===== src/rtl/tmr_pipe_adder.sv =====
// tmr_pipe_adder: pipelined WIDTH-bit adder (A + B + CIN) with the carry chain
// split into STAGES chunks, one chunk per stage. Every chunk adder is
// triplicated and bitwise-majority voted on {carry, sum}. Disagreeing replicas
// are reported per result, a saturating counter tracks delivered faulty
// results, and a fault-injection port corrupts selected replicas' sum bits.
//
// Ports:
//   IN_CLK, IN_RST_N          clock (rising edge), async active-low reset
//   IN_VALID / OUT_READY      operand handshake (OUT_READY = pipeline advance)
//   IN_A, IN_B, IN_CIN        operands and carry in
//   IN_FI_REPS, IN_FI_MASK    replica select and XOR mask for fault injection
//   OUT_VALID / IN_READY      result handshake
//   OUT_SUM, OUT_COUT         voted sum and carry out
//   OUT_FAULT, OUT_FAULT_REP  any / per-replica disagreement for this result
//   OUT_FAULT_CNT, IN_CNT_CLR saturating faulty-delivery counter and its clear
//
// WIDTH must be divisible by STAGES, STAGES >= 1.
// The three replicas per stage are logically identical; the implementation
// flow must keep them separate (keep/dont_touch on the replica instances).

module tmr_pipe_adder #(
  parameter int unsigned WIDTH  = 16,
  parameter int unsigned STAGES = 2,
  parameter int unsigned CNT_W  = 8
) (
  input  logic             IN_CLK,
  input  logic             IN_RST_N,
  input  logic             IN_VALID,
  output logic             OUT_READY,
  input  logic [WIDTH-1:0] IN_A,
  input  logic [WIDTH-1:0] IN_B,
  input  logic             IN_CIN,
  input  logic [2:0]       IN_FI_REPS,
  input  logic [WIDTH-1:0] IN_FI_MASK,
  output logic             OUT_VALID,
  input  logic             IN_READY,
  output logic [WIDTH-1:0] OUT_SUM,
  output logic             OUT_COUT,
  output logic             OUT_FAULT,
  output logic [2:0]       OUT_FAULT_REP,
  output logic [CNT_W-1:0] OUT_FAULT_CNT,
  input  logic             IN_CNT_CLR
);

  localparam int unsigned CW = WIDTH / STAGES;  // chunk width
  localparam int unsigned RW = CW + 1;          // replica result width {c, sum}
  localparam int unsigned NL = STAGES + 1;      // register levels: capture + one per stage

  // Level l holds a transaction that has passed l adder stages. Level 0 is the
  // capture register; level STAGES drives the outputs. Operand chunks below l
  // are stale (already consumed) and sum chunks at or above l are not yet valid,
  // so the same full-width vectors act as both skew and deskew registers.
  logic [NL-1:0]    vld_q, vld_d;
  logic [NL-1:0]    cy_q, cy_d;
  logic [WIDTH-1:0] a_q    [NL];
  logic [WIDTH-1:0] a_d    [NL];
  logic [WIDTH-1:0] b_q    [NL];
  logic [WIDTH-1:0] b_d    [NL];
  logic [WIDTH-1:0] m_q    [NL];
  logic [WIDTH-1:0] m_d    [NL];
  logic [WIDTH-1:0] sum_q  [NL];
  logic [WIDTH-1:0] sum_d  [NL];
  logic [2:0]       reps_q [NL];
  logic [2:0]       reps_d [NL];
  logic [2:0]       frep_q [NL];
  logic [2:0]       frep_d [NL];
  logic             fault_q, fault_d;
  logic [CNT_W-1:0] cnt_q, cnt_d;

  logic             adv_c;
  logic [RW-1:0]    rep_c  [STAGES][3];
  logic [RW-1:0]    vote_c [STAGES];
  logic [2:0]       dis_c  [STAGES];

  function automatic logic [RW-1:0] maj3(input logic [RW-1:0] x,
                                          input logic [RW-1:0] y,
                                          input logic [RW-1:0] z);
    return (x & y) | (x & z) | (y & z);
  endfunction

  // Global stall: everything moves together when the output slot frees up.
  assign adv_c     = !vld_q[NL-1] || IN_READY;
  assign OUT_READY = adv_c;

  // Triplicated chunk adders, injection on sum bits only, and bitwise vote.
  always_comb begin
    for (int s = 0; s < STAGES; s++) begin
      for (int k = 0; k < 3; k++) begin
        rep_c[s][k] = RW'({1'b0, a_q[s][s*CW +: CW]})
                    + RW'({1'b0, b_q[s][s*CW +: CW]})
                    + RW'(cy_q[s]);
        if (reps_q[s][k]) begin
          rep_c[s][k][CW-1:0] = rep_c[s][k][CW-1:0] ^ m_q[s][s*CW +: CW];
        end
      end
      vote_c[s] = maj3(rep_c[s][0], rep_c[s][1], rep_c[s][2]);
      for (int k = 0; k < 3; k++) begin
        dis_c[s][k] = (rep_c[s][k] != vote_c[s]);
      end
    end
  end

  // Next state: hold by default, shift all levels on advance, update counter.
  always_comb begin
    vld_d   = vld_q;
    cy_d    = cy_q;
    fault_d = fault_q;
    cnt_d   = cnt_q;
    for (int l = 0; l < NL; l++) begin
      a_d[l]    = a_q[l];
      b_d[l]    = b_q[l];
      m_d[l]    = m_q[l];
      sum_d[l]  = sum_q[l];
      reps_d[l] = reps_q[l];
      frep_d[l] = frep_q[l];
    end

    if (adv_c) begin
      vld_d[0] = IN_VALID;
      if (IN_VALID) begin
        a_d[0]    = IN_A;
        b_d[0]    = IN_B;
        m_d[0]    = IN_FI_MASK;
        cy_d[0]   = IN_CIN;
        reps_d[0] = IN_FI_REPS;
        sum_d[0]  = '0;
        frep_d[0] = '0;
      end
      for (int s = 0; s < STAGES; s++) begin
        vld_d[s+1]                  = vld_q[s];
        a_d[s+1]                    = a_q[s];
        b_d[s+1]                    = b_q[s];
        m_d[s+1]                    = m_q[s];
        reps_d[s+1]                 = reps_q[s];
        sum_d[s+1]                  = sum_q[s];
        sum_d[s+1][s*CW +: CW]      = vote_c[s][CW-1:0];
        cy_d[s+1]                   = vote_c[s][CW];
        frep_d[s+1]                 = frep_q[s] | dis_c[s];
      end
      fault_d = |frep_d[NL-1];
    end

    // Clear has priority over a same-cycle faulty delivery.
    if (IN_CNT_CLR) begin
      cnt_d = '0;
    end else if (vld_q[NL-1] && IN_READY && fault_q && (cnt_q != {CNT_W{1'b1}})) begin
      cnt_d = cnt_q + CNT_W'(1);
    end
  end

  // State registers.
  always_ff @(posedge IN_CLK or negedge IN_RST_N) begin
    if (!IN_RST_N) begin
      vld_q   <= '0;
      cy_q    <= '0;
      fault_q <= 1'b0;
      cnt_q   <= '0;
      for (int l = 0; l < NL; l++) begin
        a_q[l]    <= '0;
        b_q[l]    <= '0;
        m_q[l]    <= '0;
        sum_q[l]  <= '0;
        reps_q[l] <= '0;
        frep_q[l] <= '0;
      end
    end else begin
      vld_q   <= vld_d;
      cy_q    <= cy_d;
      fault_q <= fault_d;
      cnt_q   <= cnt_d;
      for (int l = 0; l < NL; l++) begin
        a_q[l]    <= a_d[l];
        b_q[l]    <= b_d[l];
        m_q[l]    <= m_d[l];
        sum_q[l]  <= sum_d[l];
        reps_q[l] <= reps_d[l];
        frep_q[l] <= frep_d[l];
      end
    end
  end

  assign OUT_VALID     = vld_q[NL-1];
  assign OUT_SUM       = sum_q[NL-1];
  assign OUT_COUT      = cy_q[NL-1];
  assign OUT_FAULT_REP = frep_q[NL-1];
  assign OUT_FAULT     = fault_q;
  assign OUT_FAULT_CNT = cnt_q;

endmodule

===== config.mk =====
export PLATFORM = sky130hd
export DESIGN_NAME = tmr_pipe_adder
export DESIGN_NICKNAME = d
export VERILOG_FILES = /design/src/rtl/tmr_pipe_adder.sv
export SDC_FILE = /design/constraint.sdc
export NUM_CORES = 1
export LEC_CHECK = 0
export BUFFER_PORTS_ARGS = -buffer_cell sky130_fd_sc_hd__buf_4
export CAP_MARGIN = 25
export CELL_PAD_IN_SITES_DETAIL_PLACEMENT = 1
export CELL_PAD_IN_SITES_GLOBAL_PLACEMENT = 1
export CORE_ASPECT_RATIO = 0.6
export CORE_MARGIN = 10
export CORE_UTILIZATION = 35
export DETAILED_ROUTE_END_ITERATION = 6
export HOLD_SLACK_MARGIN = 0.15
export PLACE_DENSITY = 0.63
export REMOVE_ABC_BUFFERS = 1
export SLEW_MARGIN = 25
export SYNTH_ARGS = -nofsm -noshare
export SYNTH_HDL_FRONTEND = slang
export SYNTH_SLANG_ARGS = --single-unit

===== constraint.sdc =====
create_clock -name IN_CLK -period 6.1 [get_ports IN_CLK]
set_clock_uncertainty 0.1 [all_clocks]
set_input_delay 0.305 -clock IN_CLK [delete_from_list [all_inputs] [get_ports IN_CLK]]
set_output_delay 0.305 -clock IN_CLK [all_outputs]
set_load 0.005 [all_outputs]

* Word-level counts from Yosys, hierarchy flattened
Index checks and enable logic that the tools add are counted.
** Storage, ports and cells
- Register bits after elaboration :: 147
- Word-level logic and storage cells :: 58
- Bits in writable memories :: 0
- Memory bits (read-only) :: 0
- Bits in latches :: 0
- Memories kept :: 0
** Operators by class
- Equal/unequal tests :: 7
- Shifts and indexed selects :: 0
- Divide/modulo/power cells :: 0
- Order comparisons :: 0
- Mux-type cells :: 8
- $mul :: 0
- Reductions and logical operators :: 8
- Bitwise operators :: 13
- $add $sub $neg :: 5
** Operators with widths (number)
- two-way mux 8 bit :: 8
- bitwise AND 9 bit :: 6
- inequality test 9 bit :: 6
- bitwise OR 9 bit :: 4
- adder 8 x 8 -> 9 bit :: 2
- adder 9 x 1 -> 9 bit :: 2
- XOR 8 bit :: 2
- adder 8 x 1 -> 8 bit, second input constant :: 1
- inequality test 8 bit, second input constant :: 1
- logical AND 1 bit :: 3
- bitwise OR 3 bit :: 1
- OR reduction 3 bit :: 1
- AND reduction 2 bit :: 1
- nonzero test 2 bit :: 1
- zero test 1 bit :: 1
- logical OR 1 bit :: 1

* Depth between registers and ports, before layout
- Depth after elaboration :: 10
- Mapped depth :: 7
- Gate-level depth less buffers :: 7

* Least setup slack after synthesis
No wires, ideal clock.
- Path type :: reg2reg
- From :: register cy_q[1]
- To :: register sum_q (netlist bit OUT_SUM[12])
- Stages on the path, launching flop included :: 7
- Slack :: 3.905 ns
- Arrival time :: 1.970 ns
- Clock period less this slack :: 2.195 ns
- Path buffers :: 0
- Data required time :: 5.875 ns
- Setup time :: 0.125 ns
- Path through :: dfrtp_1 -> fa_1 -> fa_1 -> nand3_1 -> nand2_1 -> xnor3_1 -> mux2_2
** Between the ends
- Longest elaborated chain between the ends :: 6
** RTL lines
- start: declaration :: line 54 : logic [NL-1:0] cy_q, cy_d;
- start signal: assignment :: line 168 : cy_q <= cy_d;
- adder 9 x 1 -> 9 bit (*) :: line 91 : + RW'(cy_q[s]);
- XOR 8 bit :: line 93 : rep_c[s][k][CW-1:0] = rep_c[s][k][CW-1:0] ^ m_q[s][s*CW +: CW];
- two-way mux 8 bit :: line 92 : if (reps_q[s][k]) begin
- bitwise AND 9 bit :: line 78 : return (x & y) | (x & z) | (y & z);
- bitwise OR 9 bit :: line 78
- bitwise OR 9 bit (*) :: line 78
- end signal: indexed assignment :: line 175 : sum_q[l] <= sum_d[l];
- end: declaration :: line 61 : logic [WIDTH-1:0] sum_q [NL];
Every way passes the cells marked *; elsewhere a longest branch is shown, timed or not.
A chain may end at the register's enable or synchronous reset.

* Worst setup path after layout
- From :: register vld_q[2]
- To :: register a_q[37] in the netlist's numbering
** Between the ends
- Longest elaborated chain between the ends :: 3
** RTL lines
- start: declaration :: line 53 : logic [NL-1:0] vld_q, vld_d;
- start signal: assignment :: line 167 : vld_q <= vld_d;
- zero test 1 bit :: line 82 : assign adv_c = !vld_q[NL-1] || IN_READY;
- logical OR 1 bit :: line 82
- AND reduction 2 bit (no line)
- end signal: indexed assignment :: line 172 : a_q[l] <= a_d[l];
- end: declaration :: line 55 : logic [WIDTH-1:0] a_q [NL];
Every way passes these cells.

==> flow_summary_export.csv <==
group,metric,value,unit
outcome,status,"completed",
finish,fin_cells,912,
route,drtIter0Drc,139,
hold_path,min_from,"IN_READY",
logic_synthesis,netlist_instances,549,
place,place_inst,826,
place,place_hpwl,10100,um
logic_synthesis,synth_top_family_by_area,"simple AND/OR/NAND/NOR gates",
flow_run,drv_cap,0,
route,drc,0,
timing,setup_ws,3.23,ns
logic_synthesis,yosys-top-cells-area,"dfrtp_1 52%, mux2_2 11%, nand2_1 8.5%",
logic_synthesis,synth_cell_types,45,
timing,slew_violations,0,
finish,drive_gt1_share,27.5,%
setup_path,timing_worst_setup_path_type,"reg2reg",
logic_synthesis,syn_area_per_cell,10.8,sq um
setup_path,r2r_end,"a_q[37]",
route,dr.pass1.iters,4,
clocking,cts_buffers,17,
logic_synthesis,synth-seq-cells,123,
logic_synthesis,synth-xor-area-share,3.87,%
pwr,powerDensity,481,nW/um^2
logic_synthesis,synth_edf_count,0,
hold_path,holdPathEnd,"OUT_FAULT_CNT[6]",
die,die_width,188,um
timing,layout_min_cycle_time,2.87,ns
clocking,cts_buffer_depth,2,
timing,setup_viol,0,
logic_synthesis,synth_area,5910,sq um
global_route,grt_pass1_vias,4867,
setup_path,path_max_fanout,66,
clocking,cts_resized,0,
global_route,antenna_found_initial,0,
hold_path,hp-class,"in2reg",
clocking,cts_setup_buffers,0,
finish,syn2layout_area_growth,32.2,%
logic_synthesis,synth.top_cell.area_share,52.0,%
logic_synthesis,synth_mux_area_share,11.7,%
logic_synthesis,synthSimpleGateAreaFrac,14.2,%
logic_synthesis,synth_compound_area_share,8.08,%
setup_path,crit_path_start,"vld_q[2]",
setup_path,reg2reg_from,"vld_q[2]",
timing,tightestPinTransition,0.746,ns
timing,tns,0,ns
hold_path,whs_path_depth,4,
die,die_h,121,um
timing,fmax,0.349,GHz
logic_synthesis,yosysWarnings,0,
place,place_congestion,0.792,
clocking,clock_latency,0.41,ns
route,ant_nets,0,
global_route,grt_max_degree,82,
route,wl,15100,um
timing,fin_hold_ws,0.323,ns
die,row_count,36,
setup_path,cp.arrival,3.06,ns
logic_synthesis,synth_top_area_cell,"dfrtp_1",
clocking,cts_hold_buf,54,
die,fp.coreArea,16400,sq um
timing,rsz0062_at_grt,"false",
clocking,clock-root-buffer,"clkbuf_16",
route,wire_per_inst,16.6,um
setup_path,reg2reg_slack,3.23,ns
route,avgViaCountPerCell,4.81,
pwr,vdd_drop_max,0.000217,V
die,start_util,36.1,%
setup_path,r2r_cells,7,
timing,slew_headroom,50.3,%
clocking,cts_tree,"built",
die,io_pins,88,
setup_path,end_kind,"flip-flop",
global_route,gr-total-overflow,0,
finish,diodes,0,
place,place_ws,3.22,ns
finish,final_nets,747,
logic_synthesis,synth_seq_area_share,52.0,%
logic_synthesis,synthAdderAreaFrac,4.91,%
global_route,grtUsageTotal,13.9,%
pwr,power,3.76,mW
route,vias,4391,
place,io_buffers,87,
logic_synthesis,async_flop_share,100,%
pwr,leakage,3.67,nW
clocking,clk_pin_slew,0.06,ns
die,die_area,22700,sq um
global_route,grt_pass1_wl,25600,um
logic_synthesis,ys.flop_type,"dfrtp_1",
setup_path,cp.required,6.29,ns
timing,hold_viol,0,
timing,period_share,47.0,%
clocking,htreeDepth,4,
setup_path,start_kind,"flip-flop",
clocking,clock_sinks,123,
[how the worst max path moves through the flow]
stage,endpoint,slack [ns],depth (start not counted)
floorplan,a_q[32],0.38,4
global placement,b_q[38],3.31,8
detailed placement,a_q[40],3.22,7
CTS,a_q[40],3.22,7
global route,a_q[37],2.98,7
finish,a_q[37],3.23,7
[routing by layer]
layer | global-route usage [%] | up-vias | wire length (um)
li1 | - | 2111 | -
met1 | 18.4 | 2204 | 7440
met2 | 22.1 | 64 | 7010
met3 | 3.87 | 12 | 538
met4 | 3.88 | 0 | 111
met5 | 0 | - | 0
[cells in the final DEF, fill, tap and decap left out, drive strengths merged, types with 4 or more instances in the layout]
cell         count
mux2i            5
a21oi           18
nand4            5
nand2          134
clkbuf          22
xnor2            6
buf             91
dfrtp          123
fa               4
xor2             7
nand2b           5
a21o             8
clkinvlp         5
nor2            17
a22o             6
dlygate4sd3     54
mux2            57
nand3           10
nor3             5
nor4             6
inv             11
a31oi            6
ha              15
bufinv           4
o21ai           20
or3              5
[registers in the layout, summed over array words and instances (netlist names)]
signal,cells
OUT_FAULT_CNT,8
sum_q,8
vld_q,3
OUT_FAULT,1
OUT_FAULT_REP,3
reps_q,6
a_q,24
frep_q,3
b_q,24
m_q,24
cy_q,3
OUT_SUM,16
[worst max-delay path, stage by stage (launching register included)]
cell and delay (ns):
dfrtp_1 0.40, nor2b_4 0.15, buf_4 0.50, inv_2 0.04, buf_4 0.33, nand2_2 0.14, buf_4 0.57, mux2_2 0.43
[Yosys cell counts, types with 3 or more instances]
cell type,n
a31oi_1,6
xor2_1,7
nand2b_1,5
ha_1,15
xnor2_1,6
fa_1,4
nand3_1,10
inv_1,11
mux2i_1,5
a22o_1,6
a21oi_1,18
buf_6,4
o21bai_1,3
dfrtp_1,123
xnor3_1,3
o211ai_1,3
o21ai_0,20
a21o_1,8
nand2_1,134
nor2_1,17
nand4_1,5
nor4_1,6
clkbuf_1,12
buf_2,5
or3_1,5
mux2_2,57
buf_4,19
nor3_1,5
[cell type report]
cell class | instances | area (sq um)
Clock inverter | 10 | 163
Inverter | 11 | 41.3
Sequential cell | 123 | 3080
Timing Repair Buffer | 145 | 1230
Tap cell | 228 | 285
Fill cell | 1809 | 8580
Clock buffer | 22 | 484
Multi-Input combinational cell | 373 | 2540
[stage by stage]
stage	area, sq um	utilization, %
floorplan	5650	-
global placement	6630	40.4
detailed placement	6630	40.4
CTS	7820	47.7
global route	7820	47.7
finish	7820	47.7
[power by group]
| part | internal (mW) | switching [mW] | total (mW) |
|---|---|---|---|
| sequential | 1.10 | 0.211 | 1.31 |
| clock | 0.727 | 0.372 | 1.10 |
| combinational | 0.704 | 0.649 | 1.35 |
[cell families (layout without fill, tap and decap cells)]
family	count (synthesis)	after routing
mux	62	62
fa+ha+maj	21	21
flops	123	123
compound gates	75	75
buf+inv	53	188
xor+xnor	18	18
simple gates	197	197
(Power assumes the default switching activity.)
